==> src/rtl/core_pkg.sv <==
// Shared core definitions: default data width, register count and the
// register-address / data-word types used by the register file.
package core_pkg;
    localparam int XLEN  = 32;
    localparam int NREGS = 32;
    localparam int AW    = $clog2(NREGS);

    typedef logic [AW-1:0]   reg_addr_t;
    typedef logic [XLEN-1:0] xword_t;
endpackage

==> src/rtl/regfile_sb_fwd.sv <==
// One read port: zero/enable gating, writeback forwarding (load port has
// priority over ALU port) and the per-port stall term.
module regfile_sb_fwd #(
    parameter int XLEN   = 32,
    parameter int AW     = 5,
    parameter bit BYPASS = 1'b1
) (
    input  logic            reset,
    input  logic            renb,
    input  logic [AW-1:0]   rs,
    input  logic            wen_a,
    input  logic [AW-1:0]   wa_rd,
    input  logic [XLEN-1:0] wa_data,
    input  logic            wen_b,
    input  logic [AW-1:0]   wb_rd,
    input  logic [XLEN-1:0] wb_data,
    input  logic [XLEN-1:0] arr_data,
    input  logic            busy_bit,
    output logic [XLEN-1:0] rdata,
    output logic            hazard
);
    logic hit_a, hit_b, fwd, act;

    assign hit_a = wen_a && (wa_rd == rs);
    assign hit_b = wen_b && (wb_rd == rs);
    assign fwd   = BYPASS && (hit_a || hit_b);
    // reset gating keeps forwarded writeback data off the port during reset
    assign act   = renb && (rs != '0) && !reset;

    always_comb begin
        rdata = '0;
        if (act) begin
            if (BYPASS && hit_b)      rdata = wb_data;
            else if (BYPASS && hit_a) rdata = wa_data;
            else                      rdata = arr_data;
        end
    end

    assign hazard = act && busy_bit && !fwd;
endmodule

==> src/rtl/regfile_sb.sv <==
// Dual-write-port register file with write-to-read bypass and a pending-write
// scoreboard that produces the decode stall.
module regfile_sb #(
    parameter int  XLEN   = core_pkg::XLEN,
    parameter int  NREGS  = core_pkg::NREGS,
    parameter bit  BYPASS = 1'b1,
    localparam int AW     = $clog2(NREGS)
) (
    input  logic             clk,
    input  logic             reset,
    input  logic [AW-1:0]    rs1,
    input  logic [AW-1:0]    rs2,
    input  logic             renb1,
    input  logic             renb2,
    output logic [XLEN-1:0]  rdata1,
    output logic [XLEN-1:0]  rdata2,
    input  logic             wen_a,
    input  logic [AW-1:0]    wa_rd,
    input  logic [XLEN-1:0]  wa_data,
    input  logic             wen_b,
    input  logic [AW-1:0]    wb_rd,
    input  logic [XLEN-1:0]  wb_data,
    input  logic             issue_vld,
    input  logic [AW-1:0]    issue_rd,
    output logic             hazard,
    output logic [NREGS-1:0] busy
);
    logic [NREGS-1:0][XLEN-1:0] regs_q, regs_d;
    logic [NREGS-1:0]           busy_q, busy_d;

    always_comb begin
        regs_d = regs_q;
        busy_d = busy_q;
        if (wen_a) begin
            regs_d[wa_rd] = wa_data;
            busy_d[wa_rd] = 1'b0;
        end
        // load port applied second so it wins a same-rd collision
        if (wen_b) begin
            regs_d[wb_rd] = wb_data;
            busy_d[wb_rd] = 1'b0;
        end
        // a new producer outranks a retiring older one
        if (issue_vld) busy_d[issue_rd] = 1'b1;
        regs_d[0] = '0;
        busy_d[0] = 1'b0;
    end

    always_ff @(posedge clk or posedge reset) begin
        if (reset) begin
            regs_q <= '0;
            busy_q <= '0;
        end else begin
            regs_q <= regs_d;
            busy_q <= busy_d;
        end
    end

    assign busy = busy_q;

    logic [1:0]           renb_v, haz_v;
    logic [1:0][AW-1:0]   rs_v;
    logic [1:0][XLEN-1:0] rd_v;

    assign renb_v = {renb2, renb1};
    assign rs_v   = {rs2, rs1};

    for (genvar p = 0; p < 2; p++) begin : g_rd
        regfile_sb_fwd #(.XLEN(XLEN), .AW(AW), .BYPASS(BYPASS)) u_fwd (
            .reset    (reset),
            .renb     (renb_v[p]),
            .rs       (rs_v[p]),
            .wen_a    (wen_a),
            .wa_rd    (wa_rd),
            .wa_data  (wa_data),
            .wen_b    (wen_b),
            .wb_rd    (wb_rd),
            .wb_data  (wb_data),
            .arr_data (regs_q[rs_v[p]]),
            .busy_bit (busy_q[rs_v[p]]),
            .rdata    (rd_v[p]),
            .hazard   (haz_v[p])
        );
    end

    assign rdata1 = rd_v[0];
    assign rdata2 = rd_v[1];
    assign hazard = |haz_v;
endmodule

==> config.mk <==
export PLATFORM = sky130hd
export DESIGN_NAME = regfile_sb
export DESIGN_NICKNAME = d
export VERILOG_FILES = /design/src/rtl/core_pkg.sv /design/src/rtl/regfile_sb_fwd.sv /design/src/rtl/regfile_sb.sv
export SDC_FILE = /design/constraint.sdc
export NUM_CORES = 2
export LEC_CHECK = 0
export CAP_MARGIN = 20
export CELL_PAD_IN_SITES_DETAIL_PLACEMENT = 1
export CELL_PAD_IN_SITES_GLOBAL_PLACEMENT = 1
export CORE_UTILIZATION = 45
export CTS_CLUSTER_DIAMETER = 120
export DETAILED_ROUTE_END_ITERATION = 8
export GPL_TIMING_DRIVEN = 1
export PLACE_DENSITY_LB_ADDON = 0.25
export SYNTH_ARGS = -nofsm -noshare
export SYNTH_HDL_FRONTEND = slang
export SYNTH_SLANG_ARGS = --single-unit
==> constraint.sdc <==
create_clock -name clk -period 46.9 [get_ports clk]
set_clock_uncertainty 0.05 [all_clocks]
set_input_delay 9.38 -clock clk [delete_from_list [all_inputs] [get_ports clk]]
set_output_delay 9.38 -clock clk [all_outputs]
set_load 0.02 [all_outputs]
==> reports/results.tsv <==
metric	value	unit
reg-to-reg slack, setup	45.85	ns
final design area excluding fillers	0.07364	mm2
router iterations before antenna repair	6	
leading area contributor after synthesis	dfrtp_1	
Post-DRT Antenna Nets	0	
remaining routing DRC violations	0	
class of the most critical hold timing path	register to register	
RSZ-0062 raised after global routing	false	
period utilisation layout	52.03	%
Setup Viol. Count Final	0	
number of register bits inferred by synthesis	1023	
vias after detailed routing	61570	
maximum number of pins on one net before global-route repair	150	
Cells after Synth	6728	
post-synthesis cell area	0.06656	mm2
slew of the pin with the lowest slew margin	1.304	ns
number of distinct library cells after synthesis	84	
die extent in y	386.6	um
cell with the most instances after synthesis	mux2i_1	
Congestion Overflow GR	0	
Yosys Warn Count	0	
Fin Setup TNS	0	ns
max cap viols	0	
number of pins with negative max-slew slack in the final report	0	
standby leakage power	0.03145	uW
Std-Cell Core Area	0.1463	mm2
global-route wire length before repair	470100	um
maximum fanout encountered on the critical timing path	34	
maximum VDD drop	0.00002977	V
GR Util All Layers	43.87	%
critical path capture point type	output pin	
total clock sinks	1023	
Cell Rows	140	
max_slew headroom	13.09	%
worst reg2reg path depth	2	
gpl congestion	0.9578	
buffer levels on the longest clock path	3	
filler cell count	15860	
shortest period the worst path allows	24.40	ns
kind of start point of the critical path	primary input	
number of buffers inserted by port buffering	191	
Peak Freq	40.98	MHz
number of vias per cell after detailed routing	7.282	
full die area	0.1495	mm2
critical path data required time	37.47	ns
routed length per placed instance	39.66	um
number of buffers inserted during clock tree synthesis	121	
total placed instance area	0.06939	mm2
area of combinational cells with multiple inputs	0.03762	mm2
Worst EP arrival	14.97	ns
Post-synth EDFFs	0	
sequential element share of the synthesized area	38.46	%
I/O pin cnt	193	
post-synth top area share	38.46	%
signed area change from the synthesized netlist to the final layout	10.63	%
post-detailed-routing wire length	335300	um
violation count after the first detailed-routing iteration	8871	
via count of the first global-routing pass	60640	
Post CTS Setup Buffer Count	0	
final core occ	50.35	%
clock tree from TritonCTS	done	
Clock H-tree levels	3	
HPWL reported at the end of detailed placement	199000	um
final hold violations	0	
origin of the worst setup path	wen_b	
Clk Tree Root Cell	clkbuf_16	
number of resized instances in the post-cts repair step	0	
starting density of the core	45.51	%
outcome	finished clean	
share of flip-flops with an asynchronous set or reset	100.0	%
capturing instance or port of the critical path	rdata2[18]	
layout cells sized above 1	15.21	%
Top FF cell, synth	dfrtp_1	
category of the critical setup timing path	primary input to output pin	
nets@finish	6515	
clock insertion delay at the later pin of the skew report	0.76	ns
top cell types by occurrence after synthesis	1177 x mux2i_1, 1023 x dfrtp_1, 651 x nand2_1, 639 x nor2_1, 548 x a21oi_1	
Worst-path clk slew	0.05	ns
capturing point of the worst reg2reg path	busy[27]	
register area	0.02560	mm2
Power Density	43.15	mW/mm2
Synth Net Count	6824	
CTS Hold Bufs	0	
leading cell types by total area after synthesis	dfrtp_1 38%, mux2i_1 18%, mux4_2 11%	
floorplan die width	386.6	um
critical register-to-register path startpoint	busy[27]	
synthesized area per cell	9.894	um2
antenna violations before repair	25	
==> layout make-up <==
cell class	instances	area share [%]
multi-input cells	4821	51.08
flip-flops and latches	1023	34.76
repair buffers	405	5.043
clock buffers	186	4.771
well taps	1917	3.257
clock inverters	35	0.7612
inverters	47	0.2498
diodes	21	0.07136
==> metrics by stage <==
stage | total power, uW | instances | setup WS, ns | hold slack (ns)
after floorplan | 1837 | 6728 | 1.561 | 0.4919
after global placement | 2088 | 8199 | 22.42 | 0.5118
after detailed placement | 2135 | 8207 | 22.97 | 0.5209
after CTS | 3134 | 8428 | 22.96 | 0.5347
after global routing | 3268 | 8437 | 22.71 | 0.5671
final | 3178 | 8455 | 22.50 | 0.5263
==> cell usage in the layout, fill, tap and decap left out, drive strengths merged, types with 18 or more instances in the layout <==
master	netlist	final
dfrtp	1023	1023
a22oi	115	115
a21oi	548	548
nor3	59	59
nor2	651	651
inv	47	51
o22ai	82	82
diode	0	21
or3	20	20
clkdlybuf4s50	0	178
clkbuf	483	186
o21ai	539	539
mux2i	1177	1177
a211oi	36	36
mux4	323	323
o211ai	22	22
nor2b	58	58
a221oi	33	33
nand2	652	652
clkinv	0	18
o32ai	31	31
a31oi	31	31
nand3	28	28
mux2	125	125
buf	354	227
==> metal layers <==
layer | share of wire [%] | vias to the layer above | track usage [%]
met3 | 14 | 1286 | 17.06
met2 | 41 | 4884 | 60.23
li1 | - | 23780 | -
met5 | 0.038 | - | 0
met1 | 37 | 31600 | 57.10
met4 | 7.5 | 22 | 28.66
==> how the worst min path moves through the flow <==
stage,start,endpoint,slack (ns),cells after the start
final,busy[10],busy[10],0.53,1
after global routing,busy[10],busy[10],0.57,1
after CTS,busy[10],busy[10],0.53,1
after detailed placement,busy[10],busy[10],0.52,1
after global placement,regs_q[225],regs_q[225],0.51,2
after floorplan,regs_q[623],regs_q[623],0.49,2
==> kinds of logic (layout without fill, tap and decap cells) <==
family | Yosys count | count (layout) | synth area share [%]
AND/OR/NAND/NOR | 1570 | 1570 | 9.936
flip-flops | 1023 | 1023 | 38.46
AO/OA/AOI/OAI | 1605 | 1605 | 14.74
XOR/XNOR | 20 | 20 | 0.2631
other | 1 | 22 | 0.005634
multiplexers | 1625 | 1625 | 30.74
buffers and inverters | 884 | 673 | 5.850
==> sequential cells by signal (all words and copies together), names as in the netlist <==
register and cells:
busy 31, regs_q 992
==> power by group <==
| group | switching, uW | internal (uW) | total (uW) |
|---|---|---|---|
| sequential | 225 | 1120 | 1340 |
| clock | 423 | 584 | 1010 |
| combinational | 434 | 394 | 828 |
==> worst max-delay path: stages <==
cell,delay (ns)
clkdlybuf4s50_1,0.97
nand2_2,1.16
or2_2,0.25
buf_4,0.55
or3b_2,0.50
buf_4,0.41
o32ai_2,0.93
clkdlybuf4s50_1,0.77
Note: power is estimated with default switching activity, not from simulation.
